`src/rtl/vga_timing_pkg.sv`:
```
// Shared XGA 1024x768@60 timing constants, counter widths and the raster payload type.
package vga_timing_pkg;

  localparam int unsigned H_ACTIVE = 1024;
  localparam int unsigned H_FP     = 24;
  localparam int unsigned H_SYNC   = 136;
  localparam int unsigned H_BP     = 160;
  localparam int unsigned V_ACTIVE = 768;
  localparam int unsigned V_FP     = 3;
  localparam int unsigned V_SYNC   = 6;
  localparam int unsigned V_BP     = 29;

  localparam int unsigned H_CNT_W  = 11;
  localparam int unsigned V_CNT_W  = 10;
  localparam int unsigned COORD_W  = 10;
  localparam int unsigned FRAME_W  = 8;

  function automatic int unsigned axis_total(input int unsigned active, input int unsigned fp,
                                             input int unsigned sync, input int unsigned bp);
    return active + fp + sync + bp;
  endfunction

  localparam int unsigned H_TOTAL = axis_total(H_ACTIVE, H_FP, H_SYNC, H_BP);
  localparam int unsigned V_TOTAL = axis_total(V_ACTIVE, V_FP, V_SYNC, V_BP);

  typedef struct packed {
    logic               visible;
    logic [COORD_W-1:0] pix_x;
    logic [COORD_W-1:0] pix_y;
    logic               line_start;
    logic               frame_start;
  } raster_t;

  localparam raster_t RASTER_RESET = '{
    visible:     1'b1,
    pix_x:       '0,
    pix_y:       '0,
    line_start:  1'b1,
    frame_start: 1'b1
  };

endpackage

```
`src/rtl/timing_axis_counter.sv`:
```
// One raster axis: wrap counter with increment-enable, registered sync window flag
// and next-count active-region flag.
module timing_axis_counter #(
  parameter int unsigned CNT_W  = 11,
  parameter int unsigned ACTIVE = 1024,
  parameter int unsigned FP     = 24,
  parameter int unsigned SYNC   = 136,
  parameter int unsigned BP     = 160
) (
  input  logic             clk,
  input  logic             rst_n,
  input  logic             inc_i,
  output logic [CNT_W-1:0] count_next_c_o,
  output logic             wrap_c_o,
  output logic             active_next_c_o,
  output logic             sync_o
);
  import vga_timing_pkg::*;

  localparam int unsigned     TOTAL      = axis_total(ACTIVE, FP, SYNC, BP);
  localparam logic [CNT_W-1:0] LAST       = CNT_W'(TOTAL - 1);
  localparam logic [CNT_W-1:0] SYNC_FIRST = CNT_W'(ACTIVE + FP);
  localparam logic [CNT_W-1:0] SYNC_LAST  = CNT_W'(ACTIVE + FP + SYNC - 1);
  localparam logic [CNT_W:0]   ACTIVE_END = (CNT_W + 1)'(ACTIVE);

  logic [CNT_W-1:0] count_q, count_d;
  logic             sync_q, sync_d;

  // Flags are derived from the next count so they line up with it after the edge.
  always_comb begin
    count_d  = count_q;
    wrap_c_o = 1'b0;
    if (inc_i) begin
      if (count_q == LAST) begin
        count_d  = '0;
        wrap_c_o = 1'b1;
      end else begin
        count_d  = count_q + CNT_W'(1);
      end
    end
    sync_d          = (count_d >= SYNC_FIRST) && (count_d <= SYNC_LAST);
    active_next_c_o = {1'b0, count_d} < ACTIVE_END;
    count_next_c_o  = count_d;
  end

  always_ff @(posedge clk or negedge rst_n) begin
    if (!rst_n) begin
      count_q <= '0;
      sync_q  <= 1'b0;
    end else begin
      count_q <= count_d;
      sync_q  <= sync_d;
    end
  end

  assign sync_o = sync_q;

endmodule

```
`src/rtl/vga_timing_gen.sv`:
```
// Free-running XGA raster timing generator: syncs, visible flag, coordinates, strobes.
// Optional frame counter built only when VGA_FRAME_COUNTER_EN is defined.
module vga_timing_gen #(
  parameter int unsigned H_ACTIVE = vga_timing_pkg::H_ACTIVE,
  parameter int unsigned H_FP     = vga_timing_pkg::H_FP,
  parameter int unsigned H_SYNC   = vga_timing_pkg::H_SYNC,
  parameter int unsigned H_BP     = vga_timing_pkg::H_BP,
  parameter int unsigned V_ACTIVE = vga_timing_pkg::V_ACTIVE,
  parameter int unsigned V_FP     = vga_timing_pkg::V_FP,
  parameter int unsigned V_SYNC   = vga_timing_pkg::V_SYNC,
  parameter int unsigned V_BP     = vga_timing_pkg::V_BP
) (
  input  logic                                clk,
  input  logic                                rst_n,
  input  logic                                enable_i,
  input  logic                                polarity_i,
  output logic                                hsync_o,
  output logic                                vsync_o,
  output logic                                visible_o,
  output logic [vga_timing_pkg::COORD_W-1:0]  pix_x_o,
  output logic [vga_timing_pkg::COORD_W-1:0]  pix_y_o,
  output logic                                line_start_o,
  output logic                                frame_start_o,
  output logic [vga_timing_pkg::FRAME_W-1:0]  frame_count_o
);
  import vga_timing_pkg::*;

  localparam int unsigned H_SPAN = axis_total(H_ACTIVE, H_FP, H_SYNC, H_BP);
  localparam int unsigned V_SPAN = axis_total(V_ACTIVE, V_FP, V_SYNC, V_BP);

  if (H_ACTIVE > (1 << COORD_W) || V_ACTIVE > (1 << COORD_W) ||
      H_FP == 0 || H_SYNC == 0 || H_BP == 0 ||
      V_FP == 0 || V_SYNC == 0 || V_BP == 0 ||
      H_SPAN > (1 << H_CNT_W) || V_SPAN > (1 << V_CNT_W)) begin : g_bad_params
    $error("vga_timing_gen: illegal timing parameters");
  end

  logic [H_CNT_W-1:0] h_next_c;
  logic [V_CNT_W-1:0] v_next_c;
  logic               h_wrap_c, v_wrap_c;
  logic               h_act_next_c, v_act_next_c;
  logic               h_sync, v_sync;
  logic               v_inc_c;

  assign v_inc_c = enable_i & h_wrap_c;

  timing_axis_counter #(
    .CNT_W (H_CNT_W),
    .ACTIVE(H_ACTIVE),
    .FP    (H_FP),
    .SYNC  (H_SYNC),
    .BP    (H_BP)
  ) u_h_axis (
    .clk            (clk),
    .rst_n          (rst_n),
    .inc_i          (enable_i),
    .count_next_c_o (h_next_c),
    .wrap_c_o       (h_wrap_c),
    .active_next_c_o(h_act_next_c),
    .sync_o         (h_sync)
  );

  timing_axis_counter #(
    .CNT_W (V_CNT_W),
    .ACTIVE(V_ACTIVE),
    .FP    (V_FP),
    .SYNC  (V_SYNC),
    .BP    (V_BP)
  ) u_v_axis (
    .clk            (clk),
    .rst_n          (rst_n),
    .inc_i          (v_inc_c),
    .count_next_c_o (v_next_c),
    .wrap_c_o       (v_wrap_c),
    .active_next_c_o(v_act_next_c),
    .sync_o         (v_sync)
  );

  raster_t raster_q, raster_d;

  // A wrap is the only enabled way into h==0 / (0,0), so it doubles as the strobe source.
  always_comb begin
    raster_d = raster_q;
    if (enable_i) begin
      raster_d.visible     = h_act_next_c & v_act_next_c;
      raster_d.pix_x       = raster_d.visible ? COORD_W'(h_next_c) : '0;
      raster_d.pix_y       = raster_d.visible ? COORD_W'(v_next_c) : '0;
      raster_d.line_start  = h_wrap_c;
      raster_d.frame_start = v_wrap_c;
    end
  end

  always_ff @(posedge clk or negedge rst_n) begin
    if (!rst_n) begin
      raster_q <= RASTER_RESET;
    end else begin
      raster_q <= raster_d;
    end
  end

  assign visible_o     = raster_q.visible;
  assign pix_x_o       = raster_q.pix_x;
  assign pix_y_o       = raster_q.pix_y;
  assign line_start_o  = raster_q.line_start;
  assign frame_start_o = raster_q.frame_start;

  // Polarity is applied after the flops so a change is visible in the same cycle.
  assign hsync_o = ~(h_sync ^ polarity_i);
  assign vsync_o = ~(v_sync ^ polarity_i);

`ifdef VGA_FRAME_COUNTER_EN
  logic [FRAME_W-1:0] frame_cnt_q, frame_cnt_d;

  always_comb begin
    frame_cnt_d = frame_cnt_q;
    if (v_wrap_c) begin
      frame_cnt_d = frame_cnt_q + FRAME_W'(1);
    end
  end

  always_ff @(posedge clk or negedge rst_n) begin
    if (!rst_n) begin
      frame_cnt_q <= '0;
    end else begin
      frame_cnt_q <= frame_cnt_d;
    end
  end

  assign frame_count_o = frame_cnt_q;
`else
  assign frame_count_o = '0;
`endif

endmodule

```
`config.mk`:
```
export PLATFORM = sky130hd
export DESIGN_NAME = vga_timing_gen
export DESIGN_NICKNAME = d
export VERILOG_FILES = /design/src/rtl/vga_timing_pkg.sv /design/src/rtl/timing_axis_counter.sv /design/src/rtl/vga_timing_gen.sv
export SDC_FILE = /design/constraint.sdc
export NUM_CORES = 1
export LEC_CHECK = 0
export ABC_AREA = 1
export ABC_CLOCK_PERIOD_IN_PS = 2000
export CAP_MARGIN = 20
export CORE_AREA = 5 5 96 62
export DETAILED_ROUTE_END_ITERATION = 8
export DIE_AREA = 0 0 101 67
export PLACE_DENSITY = 0.78
export SLEW_MARGIN = 40
export SYNTH_ARGS = -nofsm -noshare
export SYNTH_HDL_FRONTEND = slang
export SYNTH_SLANG_ARGS = --single-unit
```
`constraint.sdc`:
```
create_clock -name clk -period 2 [get_ports clk]
set_clock_uncertainty 0.1 [all_clocks]
set_input_delay 0.2 -clock clk [delete_from_list [all_inputs] [get_ports clk]]
set_output_delay 0.2 -clock clk [all_outputs]
set_load 0.02 [all_outputs]
```
==> impl_results.html, run 1 <==
<table>
<tr><th>Metric</th><th>Value</th></tr>
<tr><th colspan="2">Placement</th></tr>
<tr><td>Routability congestion estimate from global placement</td><td>0.9960</td></tr>
<tr><td>HPWL after detailed placement</td><td>~4.6 mm</td></tr>
<tr><td>Cell count after placement</td><td>between 400 and 500</td></tr>
<tr><td>Count of buffers inserted at the top-level ports</td><td>28</td></tr>
<tr><th colspan="2">STA</th></tr>
<tr><td>Transition time at the pin with the least slew margin</td><td>0.5772 ns</td></tr>
<tr><td>Highest Clock Rate</td><td>around 0.51 GHz</td></tr>
<tr><td>Final Max Slew Viols</td><td>0</td></tr>
<tr><td>Setup TNS</td><td>0 ns</td></tr>
<tr><td>Setup violations, final</td><td>0</td></tr>
<tr><td>Final count of hold timing violations</td><td>0</td></tr>
<tr><td>Slew HR</td><td>61.52%</td></tr>
<tr><td>RSZ-0062 raised after global routing</td><td>yes</td></tr>
<tr><td>Final Cycle Share</td><td>98.43%</td></tr>
<tr><td>Smallest hold slack</td><td>0.3725 ns</td></tr>
<tr><td>Final min period</td><td>around 2.0 ns</td></tr>
<tr><th colspan="2">Synthesis</th></tr>
<tr><td>Library cell with the highest instance count after synthesis</td><td>sky130_fd_sc_hd__nand2_1</td></tr>
<tr><td>Predominant post-synthesis flop cell</td><td>sky130_fd_sc_hd__dfrtp_1</td></tr>
<tr><td>Leading cell types by count after synthesis</td><td>sky130_fd_sc_hd__nand2_1, sky130_fd_sc_hd__dfrtp_1, sky130_fd_sc_hd__inv_1</td></tr>
<tr><td>Fraction of registers with async set or reset after synthesis</td><td>100.0%</td></tr>
<tr><td>Mean area per synthesized cell</td><td>7.856 um^2</td></tr>
<tr><td>Number of standard cells after synthesis</td><td>330</td></tr>
<tr><td>Share of the synthesized area in the top cell type</td><td>41.51%</td></tr>
<tr><td>Simple-gate area share of the yosys netlist</td><td>37.84%</td></tr>
<tr><td>Number of enable-type register cells in the synthesized netlist</td><td>0</td></tr>
<tr><td>Post-Synth Adder-Cell Area</td><td>approximately 1.4%</td></tr>
<tr><td>Fraction of the mapped netlist area in compound gates</td><td>2.944%</td></tr>
<tr><td>Yosys Warn Count</td><td>0</td></tr>
<tr><td>Sequential area share after synthesis</td><td>44.55%</td></tr>
<tr><td>Synth cell types</td><td>36</td></tr>
<tr><td>Top cells by area, synth</td><td>sky130_fd_sc_hd__dfrtp_1, sky130_fd_sc_hd__nand2_1, sky130_fd_sc_hd__nand3_1</td></tr>
<tr><td>Parity-gate share of the synthesized area counting xor and xnor cells</td><td>2.365%</td></tr>
<tr><td>Cell type with the highest aggregate area in the netlist</td><td>sky130_fd_sc_hd__dfrtp_1</td></tr>
<tr><td>Multiplexer share of the synthesized area</td><td>0.8687%</td></tr>
<tr><td>Main combinational cell family by area after synthesis</td><td>simple AND/OR/NAND/NOR gates</td></tr>
<tr><td>Synth Register Bits</td><td>46</td></tr>
<tr><td>Cell area after synthesis</td><td>2592 um^2</td></tr>
<tr><th colspan="2">Power</th></tr>
<tr><td>IR Drop Worst-Case VDD</td><td>0.5874 mV</td></tr>
<tr><td>LEAKAGE</td><td>1.767 nW</td></tr>
<tr><td>Final Power</td><td>0.002898 W</td></tr>
<tr><td>Pwr Density</td><td>831.4 nW/um^2</td></tr>
<tr><th colspan="2">Global routing</th></tr>
<tr><td>Number of global-route vias before repair</td><td>2256</td></tr>
<tr><td>Global-route wire length before repair</td><td>approximately 11 mm</td></tr>
<tr><td>Maximum number of pins on one net before global-route repair</td><td>47</td></tr>
<tr><td>Total congestion overflow</td><td>0</td></tr>
<tr><td>Number of antenna violations at the first check in global routing</td><td>0</td></tr>
<tr><td>Overall Global Routing Usage</td><td>around 20%</td></tr>
<tr><th colspan="2">Worst setup path</th></tr>
<tr><td>Critical Path AT</td><td>2.10 ns</td></tr>
<tr><td>Worst reg-to-reg setup slack</td><td>between 0.03 and 0.04 ns</td></tr>
<tr><td>Worst Path Max Fanout</td><td>6</td></tr>
<tr><td>Cell chain of the critical path</td><td>ha_4, nand3_4, nor3_4, nand2_2, or2_4, nand3_4, nand2_4, nor2_4, nand2_1, nor2_1</td></tr>
<tr><td>Worst path top cell family by delay</td><td>simple AND/OR/NAND/NOR gates</td></tr>
<tr><td>CP Data Required Time</td><td>2.14 ns</td></tr>
<tr><td>Most used cell, CP</td><td>sky130_fd_sc_hd__nand3_4</td></tr>
<tr><td>Count of buffer and inverter cells on the critical path</td><td>0</td></tr>
<tr><td>Worst path max stage delay</td><td>0.40 ns</td></tr>
<tr><td>Critical path start-end classification</td><td>register to register</td></tr>
<tr><td>Slowest-stage cell, CP</td><td>sky130_fd_sc_hd__dfrtp_1</td></tr>
<tr><td>Type of element capturing the critical path</td><td>register</td></tr>
<tr><td>Element type at the critical path start</td><td>register</td></tr>
<tr><th colspan="2">Outcome</th></tr>
<tr><td>Result of the run</td><td>complete, no violations</td></tr>
<tr><th colspan="2">Detailed routing</th></tr>
<tr><td>Via-per-instance ratio</td><td>5.211</td></tr>
<tr><td>DRC Markers</td><td>0</td></tr>
<tr><td>Number of nets with antenna violations after detailed routing</td><td>0</td></tr>
<tr><td>Iteration-0 DRC count of the detailed router</td><td>between 150 and 200</td></tr>
<tr><td>Length of the first detailed-routing pass in iterations</td><td>5</td></tr>
<tr><td>Routed wire length per instance</td><td>14.62 um</td></tr>
<tr><td>Sum of routed wire length over all layers</td><td>between 6 and 7 mm</td></tr>
<tr><td>Routed via count</td><td>2423</td></tr>
<tr><th colspan="2">CTS</th></tr>
<tr><td>Number of H-tree branching levels</td><td>2</td></tr>
<tr><td>CTS sink count</td><td>46</td></tr>
<tr><td>Clock Path Buffers</td><td>2</td></tr>
<tr><td>Cell chosen for the clock root</td><td>sky130_fd_sc_hd__clkbuf_8</td></tr>
<tr><td>Clock tree from TritonCTS</td><td>built</td></tr>
<tr><td>Clock-pin slew on the worst setup and hold paths</td><td>0.09 ns</td></tr>
<tr><td>TritonCTS buffer count</td><td>5</td></tr>
<tr><td>Clock latency of the later-clocked register in the worst-skew pair</td><td>around 0.30 ns</td></tr>
<tr><th colspan="2">Die</th></tr>
<tr><td>Number of cell rows</td><td>20</td></tr>
<tr><td>Core Box Area</td><td>4930 um^2</td></tr>
<tr><td>Die W</td><td>101 um</td></tr>
<tr><td>Initial core utilization</td><td>52.59%</td></tr>
<tr><td>Top Ports</td><td>37</td></tr>
<tr><td>Die footprint</td><td>6767 um^2</td></tr>
<tr><td>Die height</td><td>67 um</td></tr>
<tr><th colspan="2">Finish</th></tr>
<tr><td>Number of fillers in the final layout</td><td>roughly 410</td></tr>
<tr><td>Share of layout cells above drive strength 1</td><td>23.06%</td></tr>
<tr><td>Area growth, synth to finish</td><td>34.46%</td></tr>
<tr><td>Final non-filler cell total</td><td>465</td></tr>
<tr><td>Post-layout net count</td><td>405</td></tr>
<tr><td>Count of inserted antenna diode cells</td><td>0</td></tr>
<tr><td>Post-Route Utilization</td><td>between 70% and 80%</td></tr>
<tr><th colspan="2">Run</th></tr>
<tr><td># Max-Cap Violations</td><td>0</td></tr>
<tr><th colspan="2">Hold path</th></tr>
<tr><td>Type of the most critical hold path</td><td>register to register</td></tr>
</table>
## worst paths after layout
kind | from | to | depth (start not counted)
max | u_h_axis.count_q[1] | u_v_axis.sync_o | 10
min | line_start_o | line_start_o | 2
max reg2reg | u_h_axis.count_q[1] | u_v_axis.sync_o | 10
min reg2reg | line_start_o | line_start_o | 2
max in group asynchronous | rst_n | u_v_axis.count_q[0] | 3
min in group asynchronous | rst_n | pix_x_o[1] | 3
## kinds of logic (layout without fill, tap and decap cells)
kind of cell    Yosys count  count (layout)
simple gates            204             205
buf+inv                  55             116
flops                    46              46
compound gates           13              13
xor+xnor                  7               7
fa+ha+maj                 3               3
other cells               1               8
mux                       1               1
## layout make-up
type,instances,area (um^2),area share [%]
tap,66,82.58,2.369
clock buffer,7,86.33,2.477
timing repair buffer,70,618.1,17.73
inverter,38,142.6,4.092
clock inverter,1,30.03,0.8615
multi-input combinational,237,1370,39.30
sequential,46,1156,33.17
## through the flow
stage                     area [um^2]  setup WS [ns]
after floorplan                  2619         0.1704
after global placement           3102        -0.1253
after detailed placement         3102       -0.09881
after CTS                        3247     0.00005351
after global routing             3486       -0.04910
final                            3486        0.03147
## sequential cells by signal, summed over array words and instances, names as in the netlist
| signal | cells |
|---|---|
| visible_o | 1 |
| pix_x_o | 10 |
| line_start_o | 1 |
| u_v_axis.count_q | 10 |
| u_h_axis.count_q | 11 |
| u_h_axis.sync_o | 1 |
| pix_y_o | 10 |
| frame_start_o | 1 |
| u_v_axis.sync_o | 1 |
## tightest hold or removal path: stages, from the launching register on
cell	delay, ns
sky130_fd_sc_hd__dfstp_2	0.38
sky130_fd_sc_hd__nand2_1	0.05
sky130_fd_sc_hd__nand2_1	0.05
## repair_timing
item                                   4_1_cts  5_1_grt
hold buffers                                 1        0
resized for setup                            4       32
pin swaps                                    0       10
buffers inserted                             0       11
endpoints found under the hold margin       43        0
cloned                                       0        1
setup endpoints to repair                   22       24
## placed cells by master, fill, tap and decap left out, types with 3 or more instances in the layout
master / netlist / final
sky130_fd_sc_hd__inv_1: 35 / 32
sky130_fd_sc_hd__nor2_1: 27 / 24
sky130_fd_sc_hd__xor2_1: 4 / 3
sky130_fd_sc_hd__nand3_1: 28 / 27
sky130_fd_sc_hd__nand2_2: 5 / 3
sky130_fd_sc_hd__dfrtp_1: 43 / 42
sky130_fd_sc_hd__nand2_1: 105 / 102
sky130_fd_sc_hd__nand2_4: 2 / 7
sky130_fd_sc_hd__o21ai_0: 7 / 4
sky130_fd_sc_hd__nor2_2: 3 / 4
sky130_fd_sc_hd__xnor2_1: 3 / 3
sky130_fd_sc_hd__o21ai_1: 2 / 4
sky130_fd_sc_hd__conb_1: 1 / 8
sky130_fd_sc_hd__dfstp_2: 3 / 3
sky130_fd_sc_hd__buf_4: 8 / 39
sky130_fd_sc_hd__inv_2: 2 / 5
sky130_fd_sc_hd__nor2_4: 2 / 4
sky130_fd_sc_hd__clkdlybuf4s50_1: 0 / 27
sky130_fd_sc_hd__clkbuf_8: 0 / 6
sky130_fd_sc_hd__nand4_1: 22 / 22
## routing by layer
metal / global-route usage (%) / up-vias / share of wire (%)
met3: 4.289 / 13 / 7.4
li1: - / 1168 / -
met1: 31.40 / 1128 / 49
met5: 0 / - / 0
met2: 28.85 / 114 / 42
met4: 3.483 / 0 / 1.1
## where the power goes
part           internal, W  leakage, nW  total [W]  switching, W
sequential         0.00105        0.572    0.00121      0.000158
clock             0.000408       0.0585   0.000713      0.000305
combinational     0.000394         1.14   0.000979      0.000585
Note: power is estimated with default switching activity, not from simulation.
==> inputs of run 2 (changes only) <==
--- a/config.mk
+++ b/config.mk
@@ -11,6 +11,7 @@
 export CORE_AREA = 5 5 96 62
 export DETAILED_ROUTE_END_ITERATION = 8
 export DIE_AREA = 0 0 101 67
+export GPL_TIMING_DRIVEN = 0
 export PLACE_DENSITY = 0.78
 export SLEW_MARGIN = 40
 export SYNTH_ARGS = -nofsm -noshare
==> run 2 against run 1 <==
  * Combinational power fell by 5.0%
  * Sequential share of layout area increased by 1.0 points
  * Wire length shrank 0.78%
  * Cell area down 2.6%
  * Sequential power is essentially flat
  * Register-to-register slack improved by 0.03 ns
  * Worst hold slack got worse by 0.25 ns
  * Global-route usage shrank 0.21 points
  * Utilization fell by 1.9 points
  * Setup slack improved by 0.033 ns
  * Critical path type unchanged
  * Largest power group unchanged
  * Highest routed layer unchanged
==> impl_results.html, run 2 (same netlist as run 1, synthesis figures left out) <==
<table>
<tr><th>Metric</th><th>Value</th></tr>
<tr><th colspan="2">CTS</th></tr>
<tr><td>Clock latency of the later-clocked register in the worst-skew pair</td><td>0.32 ns (+0.02 ns)</td></tr>
<tr><td>Clock Path Buffers</td><td>2 (unchanged)</td></tr>
<tr><td>CTS sink count</td><td>46 (unchanged)</td></tr>
<tr><td>Cell chosen for the clock root</td><td>sky130_fd_sc_hd__clkbuf_8</td></tr>
<tr><td>TritonCTS buffer count</td><td>5 (unchanged)</td></tr>
<tr><td>Number of H-tree branching levels</td><td>2 (unchanged)</td></tr>
<tr><td>Clock tree from TritonCTS</td><td>built</td></tr>
<tr><td>Clock-pin slew on the worst setup and hold paths</td><td>0.10 ns (about the same)</td></tr>
<tr><th colspan="2">Finish</th></tr>
<tr><td>Count of inserted antenna diode cells</td><td>0 (unchanged)</td></tr>
<tr><td>Share of layout cells above drive strength 1</td><td>22.96% (-0.098 points)</td></tr>
<tr><td>Largest register by flop count</td><td>u_h_axis.count_q</td></tr>
<tr><td>Post-layout net count</td><td>398 (-1.7%)</td></tr>
<tr><td>Area growth, synth to finish</td><td>30.94%</td></tr>
<tr><td>Final Instance Area</td><td>3395 um^2 (-2.6%)</td></tr>
<tr><td>Post-Route Utilization</td><td>68.86% (-1.9 points)</td></tr>
<tr><td>Largest register FFs</td><td>11 (unchanged)</td></tr>
<tr><td>Number of fillers in the final layout</td><td>419 (+1.7%)</td></tr>
<tr><td>Leading cell types in the layout, fill and taps excluded</td><td>sky130_fd_sc_hd__nand2_1, sky130_fd_sc_hd__dfrtp_1, sky130_fd_sc_hd__inv_1</td></tr>
<tr><td>Commonest non-fill, non-tap cell in the layout</td><td>sky130_fd_sc_hd__nand2_1</td></tr>
<tr><th colspan="2">STA</th></tr>
<tr><td>Final Cycle Share</td><td>96.78% (-1.7 points)</td></tr>
<tr><td>Setup violations, final</td><td>0 (unchanged)</td></tr>
<tr><td>Final count of hold timing violations</td><td>0 (unchanged)</td></tr>
<tr><td>Highest Clock Rate</td><td>0.5167 GHz (+1.7%)</td></tr>
<tr><td>Final min period</td><td>1.936 ns (-0.03300 ns)</td></tr>
<tr><td>Setup TNS</td><td>0 ns (unchanged)</td></tr>
<tr><td>Final Max Slew Viols</td><td>0 (unchanged)</td></tr>
<tr><td>Smallest hold slack</td><td>0.1256 ns (-0.2469 ns)</td></tr>
<tr><th colspan="2">Detailed routing</th></tr>
<tr><td>Routed wire length per instance</td><td>14.73 um (+0.74%)</td></tr>
<tr><td>Via-per-instance ratio</td><td>5.177 (-0.65%)</td></tr>
<tr><td>Routed via count</td><td>2371 (-2.1%)</td></tr>
<tr><td>Sum of routed wire length over all layers</td><td>6.746 mm (-0.78%)</td></tr>
<tr><td>DRC Markers</td><td>0 (unchanged)</td></tr>
<tr><td>Iteration-0 DRC count of the detailed router</td><td>162 (-12%)</td></tr>
<tr><td>Length of the first detailed-routing pass in iterations</td><td>7 (+2)</td></tr>
<tr><td>Number of nets with antenna violations after detailed routing</td><td>0 (unchanged)</td></tr>
<tr><th colspan="2">Worst setup path</th></tr>
<tr><td>Critical Path AT</td><td>2.09 ns (about the same)</td></tr>
<tr><td>Worst path max stage delay</td><td>0.46 ns (+0.06 ns)</td></tr>
<tr><td>Origin of the worst setup path</td><td>u_v_axis.count_q[1]</td></tr>
<tr><td>FF-to-FF End</td><td>u_v_axis.sync_o</td></tr>
<tr><td>Element type at the critical path start</td><td>register</td></tr>
<tr><td>Cell chain of the critical path</td><td>inv_2, ha_1, nand3_1, inv_2, nand4_4, or2_4, nand3_2, nand2_1, nor2_2, nand2_1, nor2_1</td></tr>
<tr><td>Worst Path Max Fanout</td><td>8 (+2)</td></tr>
<tr><td>CP Data Required Time</td><td>2.16 ns (+0.02 ns)</td></tr>
<tr><td>Count of buffer and inverter cells on the critical path</td><td>2 (+2)</td></tr>
<tr><td>Worst reg-to-reg setup slack</td><td>0.06 ns (+0.03 ns)</td></tr>
<tr><td>Slowest-stage cell, CP</td><td>sky130_fd_sc_hd__dfrtp_2</td></tr>
<tr><td>Reg-to-Reg Start</td><td>u_v_axis.count_q[1]</td></tr>
<tr><td>Worst path top cell family by delay</td><td>simple AND/OR/NAND/NOR gates</td></tr>
<tr><td>Critical path start-end classification</td><td>register to register</td></tr>
<tr><td>Reg2Reg Depth</td><td>11 (+1)</td></tr>
<tr><td>Type of element capturing the critical path</td><td>register</td></tr>
<tr><th colspan="2">Global routing</th></tr>
<tr><td>Maximum number of pins on one net before global-route repair</td><td>43 (-8.5%)</td></tr>
<tr><td>Total congestion overflow</td><td>0 (unchanged)</td></tr>
<tr><td>Number of antenna violations at the first check in global routing</td><td>0 (unchanged)</td></tr>
<tr><td>Global-route wire length before repair</td><td>10.59 mm (-2.3%)</td></tr>
<tr><td>Overall Global Routing Usage</td><td>20.01% (-0.21 points)</td></tr>
<tr><td>Number of global-route vias before repair</td><td>2196 (-2.7%)</td></tr>
<tr><th colspan="2">Die</th></tr>
<tr><td>Number of cell rows</td><td>20 (unchanged)</td></tr>
<tr><td>Core Box Area</td><td>4930 um^2 (unchanged)</td></tr>
<tr><td>Top Ports</td><td>37 (unchanged)</td></tr>
<tr><td>Die W</td><td>101 um (unchanged)</td></tr>
<tr><td>Die footprint</td><td>6767 um^2 (unchanged)</td></tr>
<tr><td>Die height</td><td>67 um (unchanged)</td></tr>
<tr><td>Initial core utilization</td><td>52.59% (unchanged)</td></tr>
<tr><th colspan="2">Run</th></tr>
<tr><td># Max-Cap Violations</td><td>0 (unchanged)</td></tr>
<tr><th colspan="2">Placement</th></tr>
<tr><td>Post-detailed-placement cell area</td><td>2999 um^2 (-3.3%)</td></tr>
<tr><td>Routability congestion estimate from global placement</td><td>0.8986 (-9.8%)</td></tr>
<tr><td>Count of buffers inserted at the top-level ports</td><td>28 (unchanged)</td></tr>
<tr><td>HPWL after detailed placement</td><td>4.527 mm (-2.6%)</td></tr>
<tr><th colspan="2">Power</th></tr>
<tr><td>IR Drop Worst-Case VDD</td><td>0.4433 mV (-25%)</td></tr>
<tr><td>Final Power</td><td>0.002761 W (-4.7%)</td></tr>
<tr><td>LEAKAGE</td><td>1.729 nW (-2.2%)</td></tr>
<tr><td>Pwr Density</td><td>813.3 nW/um^2 (-2.2%)</td></tr>
<tr><th colspan="2">Hold path</th></tr>
<tr><td>Type of the most critical hold path</td><td>input port to async pin</td></tr>
<tr><th colspan="2">Outcome</th></tr>
<tr><td>Result of the run</td><td>complete, no violations</td></tr>
</table>
run 2: metal layers:
metal | vias up | global-route usage [%] | routed length, um
met2 | 105 | 29.75 | 2874
met5 | - | 0 | 0
li1 | 1151 | - | -
met1 | 1107 | 29.31 | 3187
met4 | 0 | 2.488 | 64
met3 | 8 | 6.067 | 620
run 2: layout make-up:
cell class	count	area (um^2)	share of cell area, %
Buffer	17	127.6	3.760
Clock buffer	5	68.82	2.027
Clock inverter	3	21.27	0.6266
Inverter	38	145.1	4.276
Multi-Input combinational cell	236	1338	39.40
Sequential cell	46	1161	34.21
Tap cell	66	82.58	2.433
Timing Repair Buffer	47	450.4	13.27
run 2: how the worst max path moves through the flow:
stage	to	slack, ns	cells past startpoint
3_5_place_dp	u_v_axis.sync_o	-0.29	10
2_1_floorplan	pix_x_o[2]	0.17	11
4_1_cts	u_h_axis.sync_o	0.0007	10
3_3_place_gp	pix_x_o[2]	-0.58	1
6_report	u_v_axis.sync_o	0.06	11
5_1_grt	u_v_axis.sync_o	-0.03	12
run 2: worst reg2reg max path, delay by kind of cell (launching register included):
kind	cells	cell delay, ns
buf+inv	2	0.17
fa+ha+maj	1	0.17
simple gates	8	0.98
flops	1	0.46
run 2: timing repair:
item / 4_1_cts / 5_1_grt
buffers inserted: 6 / 11
setup endpoints to repair: 23 / 23
hold endpoints to repair: 43 / 0
pin swaps: 3 / 10
resized for setup: 6 / 39
hold buffers: 1 / 0
run 2: per-stage QoR:
step | setup slack, ns | instances
finish | 0.06447 | 458
global route | -0.03118 | 458
CTS | 0.0006886 | 447
detailed placement | -0.2858 | 432
global placement | -0.5809 | 431
floorplan | 0.1704 | 337
run 2: where the power goes:
part / switching [W] / total [W] / internal, W / leakage [nW]
Sequential: 0.000182 / 0.00124 / 0.00105 / 0.569
Combinational: 0.000584 / 0.000930 / 0.000346 / 1.12
Clock: 0.000348 / 0.000595 / 0.000246 / 0.0441
==> inputs of run 3 (changes only) <==
--- a/config.mk
+++ b/config.mk
@@ -8,12 +8,13 @@
 export ABC_AREA = 1
 export ABC_CLOCK_PERIOD_IN_PS = 2000
 export CAP_MARGIN = 20
-export CORE_AREA = 5 5 96 62
+export CORE_AREA = 5 5 103 67
 export DETAILED_ROUTE_END_ITERATION = 8
-export DIE_AREA = 0 0 101 67
+export DIE_AREA = 0 0 108 72
 export GPL_TIMING_DRIVEN = 0
-export PLACE_DENSITY = 0.78
+export PLACE_DENSITY = 0.68
 export SLEW_MARGIN = 40
 export SYNTH_ARGS = -nofsm -noshare
 export SYNTH_HDL_FRONTEND = slang
 export SYNTH_SLANG_ARGS = --single-unit
+export TNS_END_PERCENT = 10
==> run 3 against run 2 <==
  * Non-clock buffer count grew 2
  * Sequential power is essentially flat
  * Count of clock-buffer cells in the layout is the same
  * Die area grew 15%
  * Power shrank 2.4%
==> impl_results.html, run 3 (same netlist as run 1, synthesis figures left out) <==
<table>
<tr><th>Metric</th><th>Value</th></tr>
<tr><th colspan="2">Hold path</th></tr>
<tr><td>Type of the most critical hold path</td><td>input port to async pin</td></tr>
<tr><th colspan="2">Power</th></tr>
<tr><td>Internal power summed over all cells</td><td>0.001637 W (-0.54%)</td></tr>
<tr><td>LEAKAGE</td><td>1.745 nW (+0.94%)</td></tr>
<tr><td>Pwr Density</td><td>790.8 nW/um^2 (-2.8%)</td></tr>
<tr><td>Logic gate share of total power</td><td>34.6% (+0.9 points)</td></tr>
<tr><td>IR Drop Worst-Case VDD</td><td>0.3888 mV (-12%)</td></tr>
<tr><td>Total net switching power</td><td>0.001057 W (-5.2%)</td></tr>
<tr><td>Sw Ratio</td><td>39.23% (-1.1 points)</td></tr>
<tr><td>Relative contribution of sequential cells to total power</td><td>45.7% (+0.9 points)</td></tr>
<tr><td>Clk pwr share</td><td>19.7% (-1.8 points)</td></tr>
<tr><th colspan="2">Finish</th></tr>
<tr><td>Largest register by flop count</td><td>u_h_axis.count_q</td></tr>
<tr><td>Final Instance Area</td><td>3407 um^2 (+0.37%)</td></tr>
<tr><td>Post-layout net count</td><td>400 (+0.50%)</td></tr>
<tr><td>Count of inserted antenna diode cells</td><td>0 (unchanged)</td></tr>
<tr><td>Post-Route Utilization</td><td>58.38% (-10 points)</td></tr>
<tr><td>Commonest non-fill, non-tap cell in the layout</td><td>sky130_fd_sc_hd__nand2_1</td></tr>
<tr><td>Number of fillers in the final layout</td><td>532 (+27%)</td></tr>
<tr><td>Largest register FFs</td><td>11 (unchanged)</td></tr>
<tr><td>Leading cell types in the layout, fill and taps excluded</td><td>sky130_fd_sc_hd__nand2_1, sky130_fd_sc_hd__dfrtp_1, sky130_fd_sc_hd__inv_1</td></tr>
<tr><td>Share of layout cells above drive strength 1</td><td>23.41% (+0.45 points)</td></tr>
<tr><td>Area growth, synth to finish</td><td>31.42%</td></tr>
<tr><td>Final non-filler cell total</td><td>477 (+4.1%)</td></tr>
<tr><th colspan="2">CTS</th></tr>
<tr><td>Clock Path Buffers</td><td>2 (unchanged)</td></tr>
<tr><td>TritonCTS buffer count</td><td>5 (unchanged)</td></tr>
<tr><td>Clock latency of the later-clocked register in the worst-skew pair</td><td>0.29 ns (-0.03 ns)</td></tr>
<tr><td>Clock-pin slew on the worst setup and hold paths</td><td>0.08 ns (-0.02 ns)</td></tr>
<tr><td>Clock tree from TritonCTS</td><td>built</td></tr>
<tr><td>CTS sink count</td><td>46 (unchanged)</td></tr>
<tr><td>Number of H-tree branching levels</td><td>2 (unchanged)</td></tr>
<tr><td>Cell chosen for the clock root</td><td>sky130_fd_sc_hd__clkbuf_8</td></tr>
<tr><th colspan="2">Worst setup path</th></tr>
<tr><td>Slowest-stage cell, CP</td><td>sky130_fd_sc_hd__dfrtp_1</td></tr>
<tr><td>Reg2Reg Depth</td><td>11 (unchanged)</td></tr>
<tr><td>FF-to-FF End</td><td>u_v_axis.sync_o</td></tr>
<tr><td>Worst reg-to-reg setup slack</td><td>0.04 ns (-0.02 ns)</td></tr>
<tr><td>Critical Path AT</td><td>2.08 ns (about the same)</td></tr>
<tr><td>Worst Path Max Fanout</td><td>6 (-2)</td></tr>
<tr><td>Element type at the critical path start</td><td>register</td></tr>
<tr><td>Reg-to-Reg Start</td><td>u_h_axis.count_q[1]</td></tr>
<tr><td>Critical path start-end classification</td><td>register to register</td></tr>
<tr><td>CP Data Required Time</td><td>2.12 ns (-0.04 ns)</td></tr>
<tr><td>Type of element capturing the critical path</td><td>register</td></tr>
<tr><td>Cell chain of the critical path</td><td>ha_4, nand3_4, nor2_4, nand2_4, nor2_8, nand2_4, xor2_2, nand2_2, nor2_4, nand2_1, nor2_1</td></tr>
<tr><td>Worst path max stage delay</td><td>0.42 ns (-0.04 ns)</td></tr>
<tr><th colspan="2">STA</th></tr>
<tr><td>RSZ-0062 raised after global routing</td><td>yes</td></tr>
<tr><td>Final Cycle Share</td><td>97.96% (+1.2 points)</td></tr>
<tr><td>Final Max Slew Viols</td><td>0 (unchanged)</td></tr>
<tr><td>Highest Clock Rate</td><td>0.5104 GHz (-1.2%)</td></tr>
<tr><td>Setup violations, final</td><td>0 (unchanged)</td></tr>
<tr><td>Final min period</td><td>1.959 ns (+0.02371 ns)</td></tr>
<tr><td>Final count of hold timing violations</td><td>0 (unchanged)</td></tr>
<tr><th colspan="2">Detailed routing</th></tr>
<tr><td>Via-per-instance ratio</td><td>4.824 (-6.8%)</td></tr>
<tr><td>Sum of routed wire length over all layers</td><td>6.413 mm (-4.9%)</td></tr>
<tr><td>Number of nets with antenna violations after detailed routing</td><td>0 (unchanged)</td></tr>
<tr><td>Routed via count</td><td>2301 (-3.0%)</td></tr>
<tr><td>Routed wire length per instance</td><td>13.44 um (-8.7%)</td></tr>
<tr><td>Iteration-0 DRC count of the detailed router</td><td>138 (-15%)</td></tr>
<tr><td>Length of the first detailed-routing pass in iterations</td><td>4 (-3)</td></tr>
<tr><td>DRC Markers</td><td>0 (unchanged)</td></tr>
<tr><th colspan="2">Placement</th></tr>
<tr><td>HPWL after detailed placement</td><td>4.605 mm (+1.7%)</td></tr>
<tr><td>Count of buffers inserted at the top-level ports</td><td>28 (unchanged)</td></tr>
<tr><td>Routability congestion estimate from global placement</td><td>0.8842 (-1.6%)</td></tr>
<tr><td>Cell count after placement</td><td>450 (+4.2%)</td></tr>
<tr><td>Post-detailed-placement cell area</td><td>3022 um^2 (+0.75%)</td></tr>
<tr><th colspan="2">Die</th></tr>
<tr><td>Initial core utilization</td><td>44.43% (-8.2 points)</td></tr>
<tr><td>Top Ports</td><td>37 (unchanged)</td></tr>
<tr><td>Core Box Area</td><td>5836 um^2 (+18%)</td></tr>
<tr><td>Die footprint</td><td>7776 um^2 (+15%)</td></tr>
<tr><td>Die height</td><td>72 um (+7.5%)</td></tr>
<tr><td>Number of cell rows</td><td>22 (+10%)</td></tr>
<tr><td>Die W</td><td>108 um (+6.9%)</td></tr>
<tr><th colspan="2">Global routing</th></tr>
<tr><td>Number of antenna violations at the first check in global routing</td><td>0 (unchanged)</td></tr>
<tr><td>Grt met2 use</td><td>22.25% (-7.5 points)</td></tr>
<tr><td>Total congestion overflow</td><td>0 (unchanged)</td></tr>
<tr><td>Layer with the highest usage</td><td>met1</td></tr>
<tr><td>Number of global-route vias before repair</td><td>2055 (-6.4%)</td></tr>
<tr><td>Global-route wire length before repair</td><td>10.41 mm (-1.7%)</td></tr>
<tr><td>Maximum number of pins on one net before global-route repair</td><td>43 (unchanged)</td></tr>
<tr><td>Met3 demand-to-capacity share in global routing</td><td>4.533% (-1.5 points)</td></tr>
<tr><td>Overall Global Routing Usage</td><td>16.81% (-3.2 points)</td></tr>
<tr><td>Met1 layer usage reported by global route</td><td>27.41% (-1.9 points)</td></tr>
<tr><th colspan="2">Run</th></tr>
<tr><td># Max-Cap Violations</td><td>0 (unchanged)</td></tr>
<tr><th colspan="2">Outcome</th></tr>
<tr><td>Result of the run</td><td>complete, no violations</td></tr>
</table>
## run 3: worst max-delay path: cells and delay by family (launching register included)
family | cells | cell delay, ns
and+or+nand+nor | 9 | 0.97
DFF | 1 | 0.42
xor gates and xnor gates | 1 | 0.18
adders and majority gates | 1 | 0.19
## run 3: worst max-delay path by stage
stage	start	endpoint	slack, ns
after detailed placement	enable_i	u_v_axis.sync_o	-0.27
final	u_h_axis.count_q[1]	u_v_axis.sync_o	0.04
after global placement	rst_n	pix_x_o[2]	-0.67
after global routing	u_h_axis.count_q[1]	u_v_axis.sync_o	-0.09
after floorplan	u_v_axis.count_q[0]	pix_x_o[2]	0.17
after CTS	u_h_axis.count_q[1]	u_v_axis.sync_o	0.04
## run 3: power by group through the flow
stage | Combinational [W] | Clock (W) | Sequential [W]
finish | 0.000931 | 0.000531 | 0.00123
global route | 0.00104 | 0.000597 | 0.00125
CTS | 0.000817 | 0.000555 | 0.00121
detailed placement | 0.000793 | 0 | 0.00122
global placement | 0.000776 | 0 | 0.00122
floorplan | 0.000549 | 0 | 0.00121
## run 3: cell type report
class / count / area [um^2] / area share, %
multi-input combinational: 236 / 1336 / 39.22
sequential: 46 / 1157 / 33.97
timing repair buffer: 49 / 461.7 / 13.55
inverter: 38 / 142.6 / 4.187
buffer: 17 / 125.1 / 3.672
tap: 84 / 105.1 / 3.085
clock buffer: 5 / 68.82 / 2.020
clock inverter: 2 / 10.01 / 0.2938
## run 3: routing by layer
metal / vias to the layer above / share of wire, %
met3: 2 / 6.5
met2: 69 / 40
met4: 0 / 0.28
met1: 1073 / 53
li1: 1157 / -
met5: - / 0
## run 3: timing repair
action / CTS / global route
buffers inserted: 6 / 13
pin swaps: 3 / 16
hold buffers: 1 / 0
hold endpoints to repair: 43 / 0
setup endpoints to repair: 23 / 23
resized for setup: 6 / 43
## run 3: per-stage QoR
step           power, W  setup slack, ns  TNS (ns)  hold WS [ns]
2_1_floorplan  0.001763           0.1704         0       -0.1956
3_3_place_gp   0.001996          -0.6667    -32.22        0.3650
3_5_place_dp   0.002017          -0.2723    -3.343      -0.08113
4_1_cts        0.002583          0.03667         0        0.1604
5_1_grt        0.002887         -0.08825   -0.2938        0.1651
6_report       0.002694          0.04077         0        0.1626
